--- config.mk ---
export PLATFORM = sky130hd
export DESIGN_NAME = alu_share_arb
export DESIGN_NICKNAME = d
export VERILOG_FILES = /design/src/rtl/alu_share_arb.sv
export SDC_FILE = /design/constraint.sdc
export NUM_CORES = 1
export LEC_CHECK = 0
export ABC_AREA = 1
export BUFFER_PORTS_ARGS = -buffer_cell sky130_fd_sc_hd__buf_2
export CAP_MARGIN = 20
export CORE_AREA = 2 2 122 124
export CTS_CLUSTER_DIAMETER = 200
export CTS_CLUSTER_SIZE = 20
export DETAILED_ROUTE_END_ITERATION = 8
export DIE_AREA = 0 0 124 126
export PLACE_DENSITY = 0.88
export SYNTH_ARGS = -nofsm -noshare
export SYNTH_HDL_FRONTEND = slang
export SYNTH_SLANG_ARGS = --single-unit
--- constraint.sdc ---
create_clock -name clk -period 1.3 [get_ports clk]
set_input_delay 0.26 -clock clk [delete_from_list [all_inputs] [get_ports clk]]
set_output_delay 0.26 -clock clk [all_outputs]
set_load 0.02 [all_outputs]
--- src/rtl/alu_share_arb.sv ---
// alu_share_arb: shares one combinational ALU between two requesters.
// Operations are accepted one at a time over valid/ready, and the operand
// registers drive the ALU. The result and zero flag are captured and then
// returned on the winner's response channel.
// Build option: define ALU_ARB_FIXED_PRIO_EN so that requester 0 always wins
// a tie. When it is undefined, a tie goes to the requester not granted last.
//
// state | meaning
// IDLE  | waiting for a request; the winner sees ready and its operands are captured
// EXEC  | operand registers drive the ALU; its result is captured on the edge
// RESP  | response held valid until the granted requester's ready
module alu_share_arb #(
    parameter int DATA_WIDTH = 32
) (
    input  logic                  clk,
    input  logic                  rst,
    input  logic                  req0_valid_i,
    output logic                  req0_ready_o,
    input  logic [DATA_WIDTH-1:0] req0_op1_i,
    input  logic [DATA_WIDTH-1:0] req0_op2_i,
    input  logic [2:0]            req0_ctrl_i,
    input  logic                  req1_valid_i,
    output logic                  req1_ready_o,
    input  logic [DATA_WIDTH-1:0] req1_op1_i,
    input  logic [DATA_WIDTH-1:0] req1_op2_i,
    input  logic [2:0]            req1_ctrl_i,
    output logic                  resp0_valid_o,
    input  logic                  resp0_ready_i,
    output logic [DATA_WIDTH-1:0] resp0_result_o,
    output logic                  resp0_zero_o,
    output logic                  resp1_valid_o,
    input  logic                  resp1_ready_i,
    output logic [DATA_WIDTH-1:0] resp1_result_o,
    output logic                  resp1_zero_o,
    output logic [DATA_WIDTH-1:0] alu_op1_o,
    output logic [DATA_WIDTH-1:0] alu_op2_o,
    output logic [2:0]            alu_ctrl_o,
    input  logic [DATA_WIDTH-1:0] alu_result_i,
    input  logic                  alu_zero_i
);

    typedef enum logic [1:0] {IDLE, EXEC, RESP} state_t;

    state_t                state_q, state_d;
    logic                  grant_q;
    logic                  last_grant_q;
    logic                  win1;
    logic                  any_valid;
    logic                  resp_done;
    logic [DATA_WIDTH-1:0] op1_q, op2_q;
    logic [2:0]            ctrl_q;
    logic                  resp0_valid_q, resp1_valid_q;
    logic [DATA_WIDTH-1:0] resp0_result_q, resp1_result_q;
    logic                  resp0_zero_q, resp1_zero_q;

    assign any_valid = req0_valid_i || req1_valid_i;
    assign resp_done = grant_q ? resp1_ready_i : resp0_ready_i;

    // Choose the requester that would be granted if the block were in IDLE.
    always_comb begin
        win1 = req1_valid_i;
`ifdef ALU_ARB_FIXED_PRIO_EN
        if (req0_valid_i) begin
            win1 = 1'b0;
        end
`else
        if (req0_valid_i && req1_valid_i) begin
            win1 = (last_grant_q == 1'b0);
        end
`endif
    end

    // Register the state.
    always_ff @(posedge clk) begin
        if (rst) begin
            state_q <= IDLE;
        end else begin
            state_q <= state_d;
        end
    end

    // Compute the next state and the ready outputs. Ready is asserted only in IDLE.
    always_comb begin
        state_d      = state_q;
        req0_ready_o = 1'b0;
        req1_ready_o = 1'b0;
        case (state_q)
            IDLE: begin
                if (any_valid) begin
                    req0_ready_o = !win1;
                    req1_ready_o = win1;
                    state_d      = EXEC;
                end
            end
            EXEC: state_d = RESP;
            RESP: begin
                if (resp_done) begin
                    state_d = IDLE;
                end
            end
            default: state_d = IDLE;
        endcase
    end

    // Operand, grant and response registers. On reset they are cleared, so any in-flight operation is dropped.
    always_ff @(posedge clk) begin
        if (rst) begin
            grant_q        <= 1'b0;
            last_grant_q   <= 1'b1;
            op1_q          <= '0;
            op2_q          <= '0;
            ctrl_q         <= '0;
            resp0_valid_q  <= 1'b0;
            resp1_valid_q  <= 1'b0;
            resp0_result_q <= '0;
            resp1_result_q <= '0;
            resp0_zero_q   <= 1'b0;
            resp1_zero_q   <= 1'b0;
        end else begin
            case (state_q)
                IDLE: begin
                    if (any_valid) begin
                        grant_q <= win1;
                        op1_q   <= win1 ? req1_op1_i  : req0_op1_i;
                        op2_q   <= win1 ? req1_op2_i  : req0_op2_i;
                        ctrl_q  <= win1 ? req1_ctrl_i : req0_ctrl_i;
                    end
                end
                EXEC: begin
                    if (grant_q) begin
                        resp1_valid_q  <= 1'b1;
                        resp1_result_q <= alu_result_i;
                        resp1_zero_q   <= alu_zero_i;
                    end else begin
                        resp0_valid_q  <= 1'b1;
                        resp0_result_q <= alu_result_i;
                        resp0_zero_q   <= alu_zero_i;
                    end
                end
                RESP: begin
                    if (resp_done) begin
                        resp0_valid_q <= 1'b0;
                        resp1_valid_q <= 1'b0;
                        last_grant_q  <= grant_q;
                    end
                end
                default: ;
            endcase
        end
    end

    assign alu_op1_o      = op1_q;
    assign alu_op2_o      = op2_q;
    assign alu_ctrl_o     = ctrl_q;
    assign resp0_valid_o  = resp0_valid_q;
    assign resp1_valid_o  = resp1_valid_q;
    assign resp0_result_o = resp0_result_q;
    assign resp1_result_o = resp1_result_q;
    assign resp0_zero_o   = resp0_zero_q;
    assign resp1_zero_o   = resp1_zero_q;

endmodule

==> metrics.txt <==
HP Class=in -> reg; clock root cell=clkbuf_16; Seq. cell area=0.002788 sq mm; Critical Path RT=1.04 ns; clock-pin slew on the worst setup and hold paths=0.06 ns; area grow syn2layout=54.16%; WL/cell=around 15 um; violated checks=setup timing; combinational power share=0.253; FF-to-FF setup slack=-0.11 ns; Max Clk Rate=approximately 0.66 GHz; Initial Util=0.4247; post-synthesis cell count=904; peak supply drop=0.9793 mV; # fillers=1185; antenna violations before repair=1; Internal=9.784 mW; Seq/Total Area, Yosys=0.4578; final layout net count=1400; clk buf depth=2; Critical Path End Type=output port; PwrDens=1480 mW/mm^2; largest net degree at the start of global routing=62; CP Launch Type=flop; post-synth cell types=16; Finish-stage setup viols=71; clock network fraction of total power=0.390; status=complete, but fails checks; share of cells above drive strength 1=0.3530; TritonCTS clock tree=done; final antenna-violating net count=0; syn_area_per_cell=6.724 sq um; standard-cell rows=44; final wirelength=21050 um; Pre-antenna DRT Iters=5; fin. max-slew vios=0; vias in the first global route=around 6200; initial detailed-routing violation count=~430; Flop pwr share=0.357; Top Ports=310; Synth Register Bits=139; Post-DP HPWL=13040 um; Layout Utilization=0.6546; Max Cap Violations=0; clk_skew=0.01095 ns; core area=roughly 0.014 sq mm; DR vias/cell=4.999; die area=0.01562 sq mm; Die Y=roughly 130 um; Leakage=4.820 nW; Multi-input gate area=between 0.002 and 0.003 sq mm; CTS HTree Levels=4; worst skew pair latency=roughly 0.42 ns; clk sink count=roughly 140; Placed Instance Area=0.007980 sq mm; Critical Path AT=1.25 ns; CTS buffer count=17; hold_ws=0.1115 ns; worst-margin pin slew=~0.3 ns; switching share of power=0.2945; Port Buf Inserts=a little over 300; Overall Power=around 14 mW; GPL Wtd Cong=between 0.8 and 0.9; syn nets=1077; final worst setup slack=-0.2052 ns; most common cell after layout, fill and taps aside=buf_2; most frequent cells in the layout=307 x buf_2, 201 x nor2_1, 137 x dfxtp_1; Hold Vio Cnt, Final=0; total number of vias=~7100; CP Max Fanout=2; fin crit share=1.158; switching power=4.084 mW; GRT overflow=0; Overall Global Routing Usage=0.2311; post-synthesis instance area=between 0.006 and 0.007 sq mm; Ys Warns=0; DRC violations left=0; RSZ-0062 raised after global routing=true; Final Cell Area=0.009370 sq mm; fin crit period=1.505 ns; first-pass GRT wire length=28740 um; CP Class=reg -> out; placement-stage worst setup slack=-0.02135 ns; Die W=124 um; Worst slew margin=0.7996
[final timing paths]
| check | from | to | depth (start not counted) |
|---|---|---|---|
| max | state_q[1] | req0_ready_o | 6 |
| min | resp1_ready_i | last_grant_q | 3 |
| max reg2reg | state_q[1] | alu_op1_o[12] | 10 |
| min reg2reg | resp1_result_o[8] | resp1_result_o[8] | 2 |
[state kept, by name, summed over array words and instances (netlist names)]
name,cells
resp0_zero_o,1
alu_op2_o,32
resp1_valid_o,1
resp0_valid_o,1
state_q,2
resp0_result_o,32
resp1_result_o,32
alu_ctrl_o,3
resp1_zero_o,1
alu_op1_o,32
grant_q,1
last_grant_q,1
[worst max-delay path, cell delays in order, from the launching register on]
cell     delay, ns
dfxtp_1       0.31
inv_2         0.07
nand2_4       0.06
nor2_4        0.12
inv_2         0.06
nor2_4        0.09
buf_6         0.13
[routing by layer]
| metal | global-route usage | part of all wire | up-vias |
|---|---|---|---|
| met5 | 0 | 0 | - |
| met4 | 0.1117 | 0.031 | 0 |
| met3 | 0.07020 | 0.10 | 58 |
| met2 | 0.4011 | 0.50 | 401 |
| met1 | 0.2535 | 0.37 | 3185 |
| li1 | - | - | 3470 |
[logic make-up (layout without fill, tap and decap cells)]
| family | count (synthesis) | in the layout | share of synthesized area |
|---|---|---|---|
| flops | 139 | 139 | 0.4578 |
| buf+inv | 204 | 538 | 0.1367 |
| simple gates | 357 | 357 | 0.2369 |
| other cells | 0 | 1 | 0 |
| compound gates | 204 | 204 | 0.1686 |
[final cells by class]
type / count / share of cell area
diodes: 1 / 0.0002671
flip-flops and latches: 139 / 0.2975
repair buffers: 368 / 0.2744
clock buffers: 19 / 0.04620
inverters: 140 / 0.05608
multi-input cells: 561 / 0.2776
clock inverters: 11 / 0.02337
well taps: 184 / 0.02457
[synth_stat cells]
master | count | area [sq um]
a21oi_1 | 69 | 345.3
a21oi_2 | 1 | 8.760
buf_2 | 28 | 140.1
buf_4 | 6 | 45.04
buf_6 | 1 | 11.26
clkbuf_1 | 29 | 108.9
dfxtp_1 | 139 | 2783
inv_1 | 138 | 518.0
inv_2 | 2 | 7.510
nand2_1 | 77 | 289.0
nand3_1 | 72 | 360.4
nor2_1 | 206 | 773.2
nor2_2 | 1 | 6.260
nor2_4 | 1 | 11.26
o21ai_0 | 114 | 570.6
o21ai_1 | 20 | 100.1
[power by group through the flow]
| stage | Sequential (mW) | Clock (mW) | Combinational (mW) |
|---|---|---|---|
| 6_report | 4.95 | 5.41 | 3.50 |
| 5_1_grt | 5.01 | 5.69 | 3.79 |
| 4_1_cts | 4.92 | 5.49 | 2.85 |
| 3_5_place_dp | 5.00 | 0 | 2.81 |
| 3_3_place_gp | 4.99 | 0 | 2.76 |
| 2_1_floorplan | 5.53 | 0 | 1.19 |
[timing repair]
item | in CTS | in global routing
gates cloned | 0 | 18
gates resized for setup | 8 | 110
pin swaps | 4 | 7
hold buffers | 0 | 0
buffers inserted | 3 | 10
endpoints found under the setup margin | 2 | 88
[stage by stage]
step / TNS, ns / cells
floorplan: 0 / 904
global placement: -0.02081 / 1362
detailed placement: -0.02706 / 1362
CTS: -0.5274 / 1395
global route: -9.489 / 1423
finish: -4.467 / 1423
No activity file was read; power rests on OpenSTA's default activity.
